--- config.mk ---
export PLATFORM = sky130hd
export DESIGN_NAME = con3_angle_ramp_flat
export DESIGN_NICKNAME = d
export VERILOG_FILES = /design/src/rtl/con3_pkg.sv /design/src/rtl/con3_angle_ramp_if.sv /design/src/rtl/con3_tick_div.sv /design/src/rtl/con3_angle_ramp.sv /design/src/flat_wrapper.sv
export SDC_FILE = /design/constraint.sdc
export NUM_CORES = 1
export LEC_CHECK = 0
export CORE_ASPECT_RATIO = 1.5
export CORE_MARGIN = 5
export CORE_UTILIZATION = 55
export CTS_CLUSTER_SIZE = 40
export DETAILED_ROUTE_END_ITERATION = 8
export MAX_ROUTING_LAYER = met4
export PLACE_DENSITY = 0.84
export SYNTH_ARGS = -nofsm -noshare
export SYNTH_HDL_FRONTEND = slang
export SYNTH_HIERARCHICAL = 1
export SYNTH_SLANG_ARGS = --single-unit
--- constraint.sdc ---
create_clock -name clk -period 5.4 [get_ports clk]
set_input_delay 1.08 -clock clk [delete_from_list [all_inputs] [get_ports clk]]
set_output_delay 1.08 -clock clk [all_outputs]
set_load 0.1 [all_outputs]
--- src/rtl/con3_pkg.sv ---
// Shared definitions for the CON3 servo control blocks.
//   ANGLE_W / STEP_W   : widths of the angle code and the per-tick step limit
//   INIT_ANGLE_DEFAULT : servo centre code used after reset
//   ramp_state_t       : slew-limiter FSM states
//   abs_diff           : 9-bit unsigned distance between two angle codes
package con3_pkg;

   localparam int ANGLE_W = 8;
   localparam int STEP_W  = 4;

   localparam logic [ANGLE_W-1:0] INIT_ANGLE_DEFAULT = 8'd128;

   typedef enum logic {
      IDLE = 1'b0,
      RAMP = 1'b1
   } ramp_state_t;

   // Extra bit keeps the full 0..255 distance without any wrap.
   function automatic logic [ANGLE_W:0] abs_diff(input logic [ANGLE_W-1:0] a,
                                                 input logic [ANGLE_W-1:0] b);
      logic [ANGLE_W:0] r;
      if (a > b) r = {1'b0, a} - {1'b0, b};
      else       r = {1'b0, b} - {1'b0, a};
      return r;
   endfunction

endpackage

--- src/rtl/con3_angle_ramp_if.sv ---
// Bus bundle between a target source and con3_angle_ramp.
//   en, target, target_valid, step_size : source -> ramp
//   target_ready, angle, busy, done     : ramp -> source / CON3 PWM driver
interface con3_angle_ramp_if;
   import con3_pkg::*;

   logic               en;
   logic [ANGLE_W-1:0] target;
   logic               target_valid;
   logic               target_ready;
   logic [STEP_W-1:0]  step_size;
   logic [ANGLE_W-1:0] angle;
   logic               busy;
   logic               done;

   modport master (
      output en, target, target_valid, step_size,
      input  target_ready, angle, busy, done
   );

   modport slave (
      input  en, target, target_valid, step_size,
      output target_ready, angle, busy, done
   );

endinterface

--- src/rtl/con3_tick_div.sv ---
// Free-running tick divider for CON3 timing blocks.
//   clk  : system clock
//   rst  : synchronous active-high reset, counter to 0
//   clr  : synchronous clear to 0 (wins over run)
//   run  : count enable; counter holds its value while low
//   tick : high for one cycle when the counter is at TICK_DIV-1 and run is high
module con3_tick_div #(
   parameter int TICK_DIV = 2_000_000
) (
   input  logic clk,
   input  logic rst,
   input  logic clr,
   input  logic run,
   output logic tick
);

   localparam int CW = (TICK_DIV > 2) ? $clog2(TICK_DIV) : 1;
   localparam logic [CW-1:0] TC = CW'(TICK_DIV - 1);

   logic [CW-1:0] r_cnt;
   logic          w_tc;

   assign w_tc = (r_cnt == TC);
   assign tick = run & w_tc;

   always_ff @(posedge clk) begin
      if (rst || clr) begin
         r_cnt <= '0;
      end else if (run) begin
         r_cnt <= w_tc ? '0 : r_cnt + 1'b1;
      end
   end

endmodule

--- src/rtl/con3_angle_ramp.sv ---
// Slew-rate limiter feeding the CON3 servo PWM driver angle input.
// Accepts a target over valid/ready and walks the angle output toward it
// by at most max(step_size,1) per update tick, pulsing done on arrival.
//   clk : system clock
//   rst : synchronous active-high reset
//   bus : con3_angle_ramp_if.slave (en, target handshake, step_size,
//         angle, busy, done)
//
//   state | meaning
//   IDLE  | angle at latched target, ready for a new target when en is high
//   RAMP  | stepping angle toward latched target once per tick
module con3_angle_ramp
   import con3_pkg::*;
#(
   parameter int                 TICK_DIV   = 2_000_000,
   parameter logic [ANGLE_W-1:0] INIT_ANGLE = INIT_ANGLE_DEFAULT
) (
   input  logic               clk,
   input  logic               rst,
   con3_angle_ramp_if.slave   bus
);

   ramp_state_t        r_state;
   ramp_state_t        w_state_nxt;
   logic [ANGLE_W-1:0] r_angle;
   logic [ANGLE_W-1:0] r_target_l;
   logic               r_done;

   logic               w_ready;
   logic               w_busy;
   logic               w_xfer;
   logic               w_run;
   logic               w_tick;
   logic [ANGLE_W:0]   w_step;
   logic [ANGLE_W:0]   w_diff;
   logic               w_last;
   logic               w_up;

   assign w_xfer = bus.target_valid & w_ready;
   assign w_run  = (r_state == RAMP) & bus.en;
   assign w_step = (bus.step_size == '0) ? 9'd1 : {5'd0, bus.step_size};
   assign w_diff = abs_diff(r_target_l, r_angle);
   assign w_last = (w_diff <= w_step);
   assign w_up   = (r_target_l > r_angle);

   con3_tick_div #(.TICK_DIV(TICK_DIV)) u_tick_div (
      .clk  (clk),
      .rst  (rst),
      .clr  (w_xfer),
      .run  (w_run),
      .tick (w_tick)
   );

   always_ff @(posedge clk) begin
      if (rst) r_state <= IDLE;
      else     r_state <= w_state_nxt;
   end

   always_comb begin
      w_state_nxt = r_state;
      case (r_state)
         IDLE: if (w_xfer && (bus.target != r_angle)) w_state_nxt = RAMP;
         RAMP: if (w_tick && w_last)                  w_state_nxt = IDLE;
         default: w_state_nxt = IDLE;
      endcase
   end

   always_comb begin
      w_ready = 1'b0;
      w_busy  = 1'b0;
      case (r_state)
         IDLE: w_ready = bus.en;
         RAMP: w_busy  = 1'b1;
         default: ;
      endcase
   end

   // Angle, latched target and done pulse. done defaults low every cycle.
   always_ff @(posedge clk) begin
      if (rst) begin
         r_angle    <= INIT_ANGLE;
         r_target_l <= INIT_ANGLE;
         r_done     <= 1'b0;
      end else begin
         r_done <= 1'b0;
         if (w_xfer) begin
            r_target_l <= bus.target;
            if (bus.target == r_angle) r_done <= 1'b1;
         end else if (w_tick) begin
            // A tick only happens in RAMP; the last step lands exactly on target.
            if (w_last) begin
               r_angle <= r_target_l;
               r_done  <= 1'b1;
            end else if (w_up) begin
               r_angle <= r_angle + w_step[ANGLE_W-1:0];
            end else begin
               r_angle <= r_angle - w_step[ANGLE_W-1:0];
            end
         end
      end
   end

   assign bus.target_ready = w_ready;
   assign bus.busy         = w_busy;
   assign bus.angle        = r_angle;
   assign bus.done         = r_done;

endmodule

--- src/flat_wrapper.sv ---
// flat-port wrapper written by rule: the top's interface ports become plain ports
module con3_angle_ramp_flat import con3_pkg::*;
#(
   parameter int                 TICK_DIV   = 2_000_000,
   parameter logic [ANGLE_W-1:0] INIT_ANGLE = INIT_ANGLE_DEFAULT
)
  (clk, rst, bus_en, bus_target, bus_target_valid, bus_step_size, bus_target_ready, bus_angle, bus_busy, bus_done);
  con3_angle_ramp_if bus_i ();
  input  logic clk;
  input  logic rst;
  input wire logic [$bits(bus_i.en)-1:0] bus_en;
  input wire logic [$bits(bus_i.target)-1:0] bus_target;
  input wire logic [$bits(bus_i.target_valid)-1:0] bus_target_valid;
  input wire logic [$bits(bus_i.step_size)-1:0] bus_step_size;
  output wire logic [$bits(bus_i.target_ready)-1:0] bus_target_ready;
  output wire logic [$bits(bus_i.angle)-1:0] bus_angle;
  output wire logic [$bits(bus_i.busy)-1:0] bus_busy;
  output wire logic [$bits(bus_i.done)-1:0] bus_done;
  assign bus_i.en = bus_en;
  assign bus_i.target = bus_target;
  assign bus_i.target_valid = bus_target_valid;
  assign bus_i.step_size = bus_step_size;
  assign bus_target_ready = bus_i.target_ready;
  assign bus_angle = bus_i.angle;
  assign bus_busy = bus_i.busy;
  assign bus_done = bus_i.done;
  con3_angle_ramp #(.TICK_DIV(TICK_DIV), .INIT_ANGLE(INIT_ANGLE)) u_core (.clk(clk), .rst(rst), .bus(bus_i));
endmodule
==> summary.txt <==
Library cells used by synthesis: 70
Crit start category: register
Total GRT Usage: 22.6%
Worst Path Arrival: 5.19 ns
Top-count cell post-synth: dfxtp_1
Number of port buffers: 26
Least-Margin Pin Slew: 0.989 ns
Hold_buf cts: 0
Setup Total Neg Slack: 0 ns
Ant diodes: 0
Ranking of synthesized cells by area: dfxtp_1 (24%), ha_1 (11%), xor2_1 (5.4%)
Critical path capture point type: register
Fmax: 198 MHz
Setup WS pre-CTS: 0.516 ns
Util after Layout: 63.0%
Max_slew headroom: 33.8%
Final hold vios: 0
Fraction of layout cells with a size suffix above 1: 9.13%
DRC: 0
CTS sink count: 39
Syn Area/Cell: 8.31 um2
Slowest stage cell, crit path: or4_4
Initial antenna violation count: 0
Max Buffers Root-to-Sink: 2
Vias in the first global route: 2931
EDFF count, synth: 0
Post-CTS Resized: 0
First-pass DRT Iterations: 6
Pwr/cell area: 262 nW/um2
Final hold slack: 0.489 ns
FFs w/ async S/R, synth: 0%
Net count, final: 464
Worst hold path type: reg2reg
Worst skew pair latency: 0.30 ns
Setup violators final: 0
Dpl cells: 480
Post-synthesis register bit count: 39
DR WL/cell: 17.2 um
Vias: 3040
Cell row count: 34
Critical path class: reg2reg
Largest net degree at the start of global routing: 27
Boundary Pins: 27
ANT nets after route: 0
Post-synth top cells: dfxtp_1 (39), nand2_1 (35), a21oi_1 (32), inv_1 (32), ha_1 (30)
CP Max Fanout: 11
Filler Cell Count: 499
Overflow after GRT: 0
Ys flop type: dfxtp_1
Final worst slack: 0.348 ns
Final Slew Violations: 0
Vias/cell: 6.23
Post-synth net total: 442
Synth top area share: 23.9%
Starting Density: 56.5%
Delay-heaviest family, CP: simple AND/OR/NAND/NOR gates
Clk root buf: clkbuf_8
Leak: 1.40 nW
Sequential cell area fraction in the yosys report: 23.9%
Die width: 72.9 um
Critical Path, Cell by Cell: inv_1, ha_1, nand3_1, o32ai_1, a21oi_1, nand2_1, mux2_2, ha_1, nor2b_1, o211ai_1, a21oi_1, or4_4, or3_4, a211oi_1, a2111oi_2
Warnings from Yosys: 6
Total CTS buffers: 5
R2R setup slack: 0.35 ns
DP HPWL: 6470 um
CTS clk-pin slew, worst paths: 0.08 ns
Outcome: completed
Routability cong.: 0.962
Die H: 104 um
CP peak stage delay: 0.59 ns
Final critical-path required period: 5.05 ns
Maxcap violations: 0
Area Overhead vs Synth: 11.5%
Drt total wl: 8390 um
Final Non-Filler Cells: 488
CTS tree: done
Multi-input gate area: 2260 um2
First-pass GRT wire length: 13600 um
CP bufs+invs: 1
Clk_skew: 0.0102 ns
Core area: 5790 um2
CP required: 5.54 ns
Storage cell area: 781 um2
Leading area contributor after synthesis: dfxtp_1
CTS H-tree lvls: 2
VDD IR-drop max: 0.000163 V
Final worst-path cycle share: 93.6%
Gate count of the mapped netlist: 393
Die ar.: 7610 um2
Unrepaired setup endpoints after global routing: no
DR iter-0 viols: 227
Post-synthesis cell area: 3270 um2
Setup Buffers After CTS: 0
cell usage in the layout (no fill, tap or decap), drive strengths merged, types with 5 or more instances in the layout:
cell type      synthesis  layout
nand4                  7       7
and2                   5       5
nand2                 38      38
nor2                  29      29
dfxtp                 39      39
nor3                  10      10
o21a                   5       5
xnor2                  9       9
or4                    8       8
o21ai                 13      13
and3                   6       6
nor2b                  8       8
clkbuf                 4       7
clkdlybuf4s50          0      26
mux2i                  6       6
a21oi                 33      33
nand3                 10      10
inv                   32      32
a211oi                 7       7
ha                    30      30
o31ai                 10      10
xor2                  20      20
sequential cells by signal, summed over array words and instances, names as in the netlist:
| signal | flops |
|---|---|
| u_core/u_tick_div/r_cnt | 21 |
| u_core/bus.angle | 8 |
| u_core/r_target_l | 8 |
| u_core/bus.done | 1 |
| u_core/r_state | 1 |
cell type report:
class,count,share of cell area (%)
inverter,33,3.40
timing repair buffer,30,7.97
clock inverter,1,0.240
multi-input combinational,306,62.1
sequential,39,21.4
clock buffer,7,2.37
tap,72,2.47
worst paths after layout:
kind	startpoint	end	cells past startpoint
setup / recovery	u_core/bus.angle[4]$_SDFFE_PP0P_	u_core/bus.angle[0]$_SDFFE_PP0P_	15
hold / removal	u_core/u_tick_div/r_cnt[20]$_SDFFE_PP0P_	u_core/u_tick_div/r_cnt[20]$_SDFFE_PP0P_	2
setup reg to reg	u_core/bus.angle[4]$_SDFFE_PP0P_	u_core/bus.angle[0]$_SDFFE_PP0P_	15
hold reg to reg	u_core/u_tick_div/r_cnt[20]$_SDFFE_PP0P_	u_core/u_tick_div/r_cnt[20]$_SDFFE_PP0P_	2
per-layer routing:
metal / routed length (um) / vias up / GRT usage [%]
met5: 0 / - / -
met4: 378 / 0 / 12.0
met3: 450 / 35 / 3.00
met2: 4390 / 126 / 38.4
met1: 3170 / 1423 / 24.9
li1: - / 1456 / -
worst register-to-register path, cell delays in order, from the launching register on:
cell and delay, ns:
dfxtp_1 0.46, inv_1 0.08, ha_1 0.52, nand3_1 0.22
o32ai_1 0.36, a21oi_1 0.16, nand2_1 0.43, mux2_2 0.41
ha_1 0.30, nor2b_1 0.15, o211ai_1 0.18, a21oi_1 0.17
or4_4 0.59, or3_4 0.43, a211oi_1 0.35, a2111oi_2 0.09
through the flow:
step                instance area [um2]  power [mW]
finish                             3640       0.953
global route                       3640       0.995
CTS                                3640       0.946
detailed placement                 3550       0.737
global placement                   3550       0.725
floorplan                          3270       0.642
kinds of logic after synthesis:
group           after synthesis  share of synthesized area, %
compound gates              100                          22.6
xor+xnor                     29                          7.77
fa+ha+maj                    33                          13.3
buf+inv                      48                          6.82
flops                        39                          23.9
mux                           8                          2.53
simple gates                136                          23.1
power by group:
part           internal, mW  switching, mW
Combinational         0.172          0.270
Clock                 0.105          0.105
Sequential            0.295        0.00675
Power figures use the tool's default switching activity.
